`src/rtl/hazard_unit.sv`:
```
// Pipeline hazard unit for the 5-stage RV32I core: forwarding selects, stall/flush
// controls, a data-memory wait FSM with timeout, and saturating stall/flush counters.
module hazard_unit #(
    parameter int CNT_W    = 16,
    parameter int MAX_WAIT = 64
) (
    input  logic             clk,
    input  logic             reset,
    input  logic [4:0]       Rs1D,
    input  logic [4:0]       Rs2D,
    input  logic [4:0]       Rs1E,
    input  logic [4:0]       Rs2E,
    input  logic [4:0]       RdE,
    input  logic [4:0]       RdM,
    input  logic [4:0]       RdW,
    input  logic             ResultSrcEb0,
    input  logic             RegWriteM,
    input  logic             RegWriteW,
    input  logic             PCSrcE,
    input  logic             MemReqM,
    input  logic             MemReadyM,
    output logic [1:0]       ForwardAE,
    output logic [1:0]       ForwardBE,
    output logic             StallF,
    output logic             StallD,
    output logic             StallE,
    output logic             StallM,
    output logic             FlushD,
    output logic             FlushE,
    output logic             FlushW,
    output logic             MemTimeout,
    output logic [CNT_W-1:0] StallCnt,
    output logic [CNT_W-1:0] FlushCnt,
    output logic [1:0]       dbgState
);

    typedef enum logic [1:0] {
        RUN  = 2'd0,
        WAIT = 2'd1,
        TMO  = 2'd2
    } memState_t;

    localparam int WCW = $clog2(MAX_WAIT + 1);

    memState_t      state;
    logic [WCW-1:0] waitCnt;
    logic           lwStall;
    logic           memStall;

    // M-stage result is newer than W-stage, so it wins when both match.
    always_comb begin
        ForwardAE = 2'b00;
        if (RegWriteM && (RdM != 5'd0) && (Rs1E == RdM)) begin
            ForwardAE = 2'b10;
        end else if (RegWriteW && (RdW != 5'd0) && (Rs1E == RdW)) begin
            ForwardAE = 2'b01;
        end
    end

    always_comb begin
        ForwardBE = 2'b00;
        if (RegWriteM && (RdM != 5'd0) && (Rs2E == RdM)) begin
            ForwardBE = 2'b10;
        end else if (RegWriteW && (RdW != 5'd0) && (Rs2E == RdW)) begin
            ForwardBE = 2'b01;
        end
    end

    assign lwStall = ResultSrcEb0 && (RdE != 5'd0) && ((Rs1D == RdE) || (Rs2D == RdE));

    // A ready in WAIT releases the pipeline in the same cycle, not one later.
    always_comb begin
        memStall = 1'b0;
        case (state)
            RUN:     memStall = MemReqM && !MemReadyM;
            WAIT:    memStall = !MemReadyM;
            TMO:     memStall = 1'b1;
            default: memStall = 1'b0;
        endcase
    end

    // A memory stall freezes E, so any pending redirect is held there and
    // applied once the stall lifts.
    assign StallF = lwStall || memStall;
    assign StallD = lwStall || memStall;
    assign StallE = memStall;
    assign StallM = memStall;
    assign FlushW = memStall;
    assign FlushD = PCSrcE && !memStall;
    assign FlushE = (lwStall || PCSrcE) && !memStall;

    assign dbgState = state;

    always_ff @(posedge clk or negedge reset) begin
        if (!reset) begin
            state      <= RUN;
            waitCnt    <= '0;
            MemTimeout <= 1'b0;
        end else begin
            case (state)
                RUN: begin
                    if (MemReqM && !MemReadyM) begin
                        state   <= WAIT;
                        waitCnt <= WCW'(1);
                    end
                end
                WAIT: begin
                    if (MemReadyM) begin
                        state   <= RUN;
                        waitCnt <= '0;
                    end else if (waitCnt == WCW'(MAX_WAIT - 1)) begin
                        state      <= TMO;
                        MemTimeout <= 1'b1;
                    end else begin
                        waitCnt <= waitCnt + WCW'(1);
                    end
                end
                TMO: begin
                    MemTimeout <= 1'b1;
                end
                default: begin
                    state   <= RUN;
                    waitCnt <= '0;
                end
            endcase
        end
    end

    always_ff @(posedge clk or negedge reset) begin
        if (!reset) begin
            StallCnt <= '0;
            FlushCnt <= '0;
        end else begin
            if (StallF && (StallCnt != '1)) begin
                StallCnt <= StallCnt + CNT_W'(1);
            end
            if (FlushE && (FlushCnt != '1)) begin
                FlushCnt <= FlushCnt + CNT_W'(1);
            end
        end
    end

endmodule

```
`config.mk`:
```
export PLATFORM = sky130hd
export DESIGN_NAME = hazard_unit
export DESIGN_NICKNAME = d
export VERILOG_FILES = /design/src/rtl/hazard_unit.sv
export SDC_FILE = /design/constraint.sdc
export NUM_CORES = 1
export LEC_CHECK = 0
export BUFFER_PORTS_ARGS = -buffer_cell sky130_fd_sc_hd__buf_2
export CAP_MARGIN = 10
export CORE_UTILIZATION = 35
export CTS_BUF_LIST = sky130_fd_sc_hd__clkbuf_2
export CTS_CLUSTER_DIAMETER = 200
export DETAILED_ROUTE_END_ITERATION = 12
export SETUP_SLACK_MARGIN = 0.3
export SYNTH_ARGS = -nofsm -noshare
export SYNTH_HDL_FRONTEND = slang
export SYNTH_SLANG_ARGS = --single-unit
```
`constraint.sdc`:
```
create_clock -name clk -period 3.8 [get_ports clk]
set_input_delay 0 -clock clk [delete_from_list [all_inputs] [get_ports clk]]
set_output_delay 0 -clock clk [all_outputs]
set_load 0.1 [all_outputs]
```
---- Word level (Yosys, flattened, before mapping) ----
Index checks and enable logic that the tools add are counted.
word-level totals
  bits in registers ....................... 42
  bits of input ports ..................... 43
  output and inout bits ................... 46
  word-level logic and storage cells ...... 67
cells by class
  $add $sub $neg .......................... 3
  eq/ne operators ......................... 16
  multiplexer cells ....................... 16
  bitwise gates (word level) .............. 1
  reductions and logical operators ........ 26
operator list
  kind                                            number
  adder 16 x 1 -> 16 bit (second input constant)  2
  != test 16 bit (second input constant)          2
  == test 5 bit                                   6
  2-to-1 mux 7 bit                                3
  case mux 7 bit (3 select lines)                 1
  nonzero test 5 bit                              3
  logical AND 1 bit                               13
  2-to-1 mux 2 bit                                5
  AND reduction 3 bit                             3
  adder 7 x 1 -> 7 bit (second input constant)    1
  == test 7 x 6 -> 1 bit (second input constant)  1
  != test 2 bit (second input constant)           3
  != test 3 bit (second input constant)           2
  case mux 2 bit (3 select lines)                 1
  2-to-1 mux 1 bit                                4
  logical OR 1 bit                                3
  case mux 1 bit (3 select lines)                 1
  == test 2 x 1 -> 1 bit (second input constant)  1
  == test 2 bit (second input constant)           1
  logical NOT 1 bit                               2
  logical NOT 2 bit                               1
  case mux 1 bit (2 select lines)                 1
  nonzero test 2 bit                              1
  NOT 1 bit                                       1

---- Logic depth before layout (Yosys ltp) ----
  depth after elaboration ................. 6
  gate-level depth with buffers ........... 8
  mapped depth without buffers ............ 7

---- Worst setup path after synthesis ----
OpenSTA, ideal clock, no wires.
  kind .................................... input -> output
  start ................................... input RdM[4]
  end ..................................... output ForwardAE[0]
  arrival ................................. 5203 ps
  data required time ...................... 3800 ps
  slack ................................... -1403 ps
  stages .................................. 4
  path buffers ............................ 0
  cells stage by stage .................... xnor2_1 > nand3_1 > nor4_1 > nor4_1
on the way
  longest elaborated chain between the ends .. 4
  elaborated cells between the ends (all ways) .. 5
  those cells by class .................... eq/ne (1); mux (1); reduce/logical (3)
RTL lines
  element                line  source
  start, declared        14    input logic [4:0] RdM,
  nonzero test 5 bit     53    if (RegWriteM && (RdM != 5'd0) && (Rs1E == RdM)) begin
  logical AND 1 bit      53
  logical AND 1 bit (*)  53
  2-to-1 mux 2 bit (*)   53
  end, declared          22    output logic [1:0] ForwardAE,
Every way passes the cells marked *; elsewhere a longest branch is shown, timed or not.

---- Worst setup path after layout ----
  start ................................... register state[0], in the netlist dbgState[0]
  end ..................................... output FlushE
on the way
  longest elaborated chain between the ends .. 4
  elaborated cells between the ends (all ways) .. 6
  those cells by class .................... eq/ne (2); mux (1); reduce/logical (3)
RTL lines
  element                                line  source
  start, declared                        45    memState_t state;
  start signal, assigned                 96    state <= RUN;
  start signal, assigned                 103   state <= WAIT;
  start signal, assigned                 109   state <= RUN;
  == test 2 bit (tied with other cells)  74    case (state)
  case mux 1 bit (3 select lines) (*)    74
  logical NOT 1 bit (*)                  90    assign FlushE = (lwStall || PCSrcE) && !memStall;
  logical AND 1 bit (*)                  90
  end, declared                          29    output logic FlushE,
Marks and branches as above.

==> impl_metrics.ini <==
[floorplan]
die_w_um = 86.2
die_h_um = 86.2
row_count = 30
ios = 89
coreArea_mm2 = 0.00683
dieArea_mm2 = 0.00743
initial_utilization = 0.363

[placement]
hpwl_um = 4290
port_buffers = 88
pre_cts_ws_ns = 1.84
place_inst = 434
place_congestion = 0.826
place_area_mm2 = 0.00302

[grt]
grt_max_degree = 43
grt.overflow.total = 0
grt_pass1_wl_um = 9250
grt_pass1_vias = 1995
grt_usage = 0.156
antenna_found_initial = 0

[yosys]
synthTopCellsByArea = dfrtp_1 42%, xor2_1 11%, xnor2_1 9.9%, nand3_1 3.2%, nand2_1 3.2%
synth_top_area_frac = 0.423
ys_ff_latch = 42
yosysTopAreaCell = dfrtp_1
yosysUniqueCellTypes = 43
syn_inst = 255
synth_edf_count = 0
syn_area_mm2 = 0.00248
avgSynthCellArea_um2 = 9.73
synth_nets = 301
synthArstFlopShare = 1.00
yosysSeqAreaShare = 0.423
ys_warn_count = 0
synth_ff_type = dfrtp_1

[sta]
period_minus_slack_ns = 2.40
skew_ns = 0.0477
setup_violations = 0
rsz0062_at_grt = false
max_freq_ghz = 0.416
worst_hold_slack_ns = 0.177
worst_slack_ns = 1.40
tightest_slew_ns = 0.927
relSlewSlack = 0.382
hold_violations = 0
maxSlewViolCount = 0
finalCritPeriodShare = 0.633

[detailed_routing]
dr.first_iter.drc_count = 136
wl_per_cell_um = 12.4
drcViolationCount = 0
avgViaCountPerCell = 4.73
ant_nets = 0
drtPass1Iterations = 4
wl_um = 5530
vias = 2115

[hold_path]
holdCritPathClass = primary input to async pin

[clock_network]
htreeDepth = 2
postCtsSetupBuffers = 0
cts.clk_slew.worst_paths_ns = 0.27
cts_tree = done
cts_max_path_buffers = 2
cts_root_buf = clkbuf_2
clk_latency_ns = 0.44
cts_sinks = 42
cts_buffers = 5

[critical_path]
rr_worst_depth = 6
required_ns = 3.80
r2r-end = StallCnt[14]
worst-path-max-fanout = 13
crit_path_end_kind = output pin
rrSetupSlack_ns = 1.82
crit_path_end = FlushE
reg2reg_from = dbgState[0]
crit_arrival_ns = 2.40
crit_path_start = dbgState[0]
worstSetupPathType = flip-flop to output pin
startpoint_type = flip-flop

[power]
ir_drop_mv = 0.549
p_leak_nw = 1.41
p_comb_frac = 0.588
intPower_mw = 0.854
clockPowerShare = 0.097
p_sw_frac = 0.620
power_density_mw_per_mm2 = 719
power_frac_seq = 0.315
switchingPower_mw = 1.39

[final_layout]
syn_to_final_growth_pct = 25.7
diodes = 0
fin_cells = 447
post-route-util = 0.457
drive_above_1_share = 0.308
nets = 396
design_area_mm2 = 0.00312

[flow_run]
drv_cap = 0

[status]
status = finished clean
==> synthesized netlist by cell type, types with 2 or more instances <==
cell      number
nor4_1         5
nand2b_1       3
o21a_1         2
and2_1         4
inv_1          6
nand3_1       16
or4_1          5
nor2_1        20
o22ai_1        2
dfrtp_1       42
xnor2_1       28
a21oi_4        2
a21oi_1        6
buf_4          3
xor2_1        31
ha_1           3
nor3_1        11
o21ai_0        7
nand2_1       21
and4_1         3
mux2i_1        2
mux2_2         2
nand4_1       10
o21a_2         2
==> kinds of logic after synthesis <==
group	Yosys count	synth area share
simple gates	105	0.219
xor+xnor	59	0.208
buf+inv	11	0.0242
flops	42	0.423
fa+ha+maj	3	0.0151
mux	5	0.0217
compound gates	30	0.0887
==> power groups by stage <==
stage / registers (mW) / clock network [mW] / logic [mW]
global placement: 0.715 / 0 / 1.32
floorplan: 1.48 / 0 / 0.311
finish: 0.706 / 0.218 / 1.32
CTS: 0.709 / 0.230 / 1.33
global route: 0.737 / 0.245 / 1.39
detailed placement: 0.718 / 0 / 1.32
==> routing by layer <==
layer	track usage	vias up	wire length (um)
met2	0.246	53	2500
li1	-	1075	-
met5	0	-	0
met1	0.211	982	2630
met3	0.0505	5	363
met4	0.0303	0	32
==> area by class of cell <==
type	instances	area [um2]
Sequential cell	42	1050
Clock inverter	3	27.5
Multi-Input combinational cell	202	1380
Tap cell	96	120
Clock buffer	5	25.0
Inverter	6	22.5
Timing Repair Buffer	93	490
Fill cell	700	3710
==> registers in the layout, summed over array words and instances, names as in the netlist <==
signal	cells
MemTimeout	1
waitCnt	7
FlushCnt	16
dbgState	2
StallCnt	16
==> through the flow <==
stage | TNS (ns) | power, mW
floorplan | -0.412 | 1.79
global placement | 0 | 2.03
detailed placement | 0 | 2.04
CTS | 0 | 2.27
global route | 0 | 2.37
finish | 0 | 2.24
==> critical path: stages (launching register included) <==
cell	delay (ns)
dfrtp_1	0.60
nor2_1	0.09
o31a_1	0.32
and2_1	0.20
a31oi_1	0.38
inv_1	0.08
buf_2	0.30
==> timing repair <==
item / 4_1_cts / 5_1_grt
hold buffers: 5 / 0
endpoints found under the hold margin: 48 / 0
gates resized for setup: 0 / 0
==> placed cells by master (no fill, tap or decap), types with 2 or more instances in the layout <==
cell type	synthesis	final
nor3_1	11	11
xor2_1	31	31
dfrtp_1	42	42
inv_1	6	6
clkbuf_2	0	5
nand2_1	21	21
o21a_2	2	2
nand4_1	10	10
nor4_1	5	3
o21a_1	2	2
mux2i_1	2	2
nor4_2	0	2
mux2_2	2	2
buf_2	0	88
ha_1	3	3
a21oi_1	6	6
xnor2_1	28	28
dlygate4sd3_1	0	5
nand2b_1	3	3
a21oi_4	2	2
and4_1	3	3
and2_1	4	4
o22ai_1	2	2
o21ai_0	7	7
nand3_1	16	16
or4_1	5	5
nor2_1	20	20
==> worst min path at each step <==
stage / cells after the start / to / from
3_5_place_dp: 1 / FlushCnt[3] / reset
2_1_floorplan: 0 / FlushCnt[0] / reset
6_report: 2 / FlushCnt[3] / reset
4_1_cts: 5 / StallCnt[9] / ResultSrcEb0
5_1_grt: 5 / StallCnt[9] / ResultSrcEb0
3_3_place_gp: 1 / FlushCnt[3] / reset
Note: power is estimated with default switching activity, not from simulation.
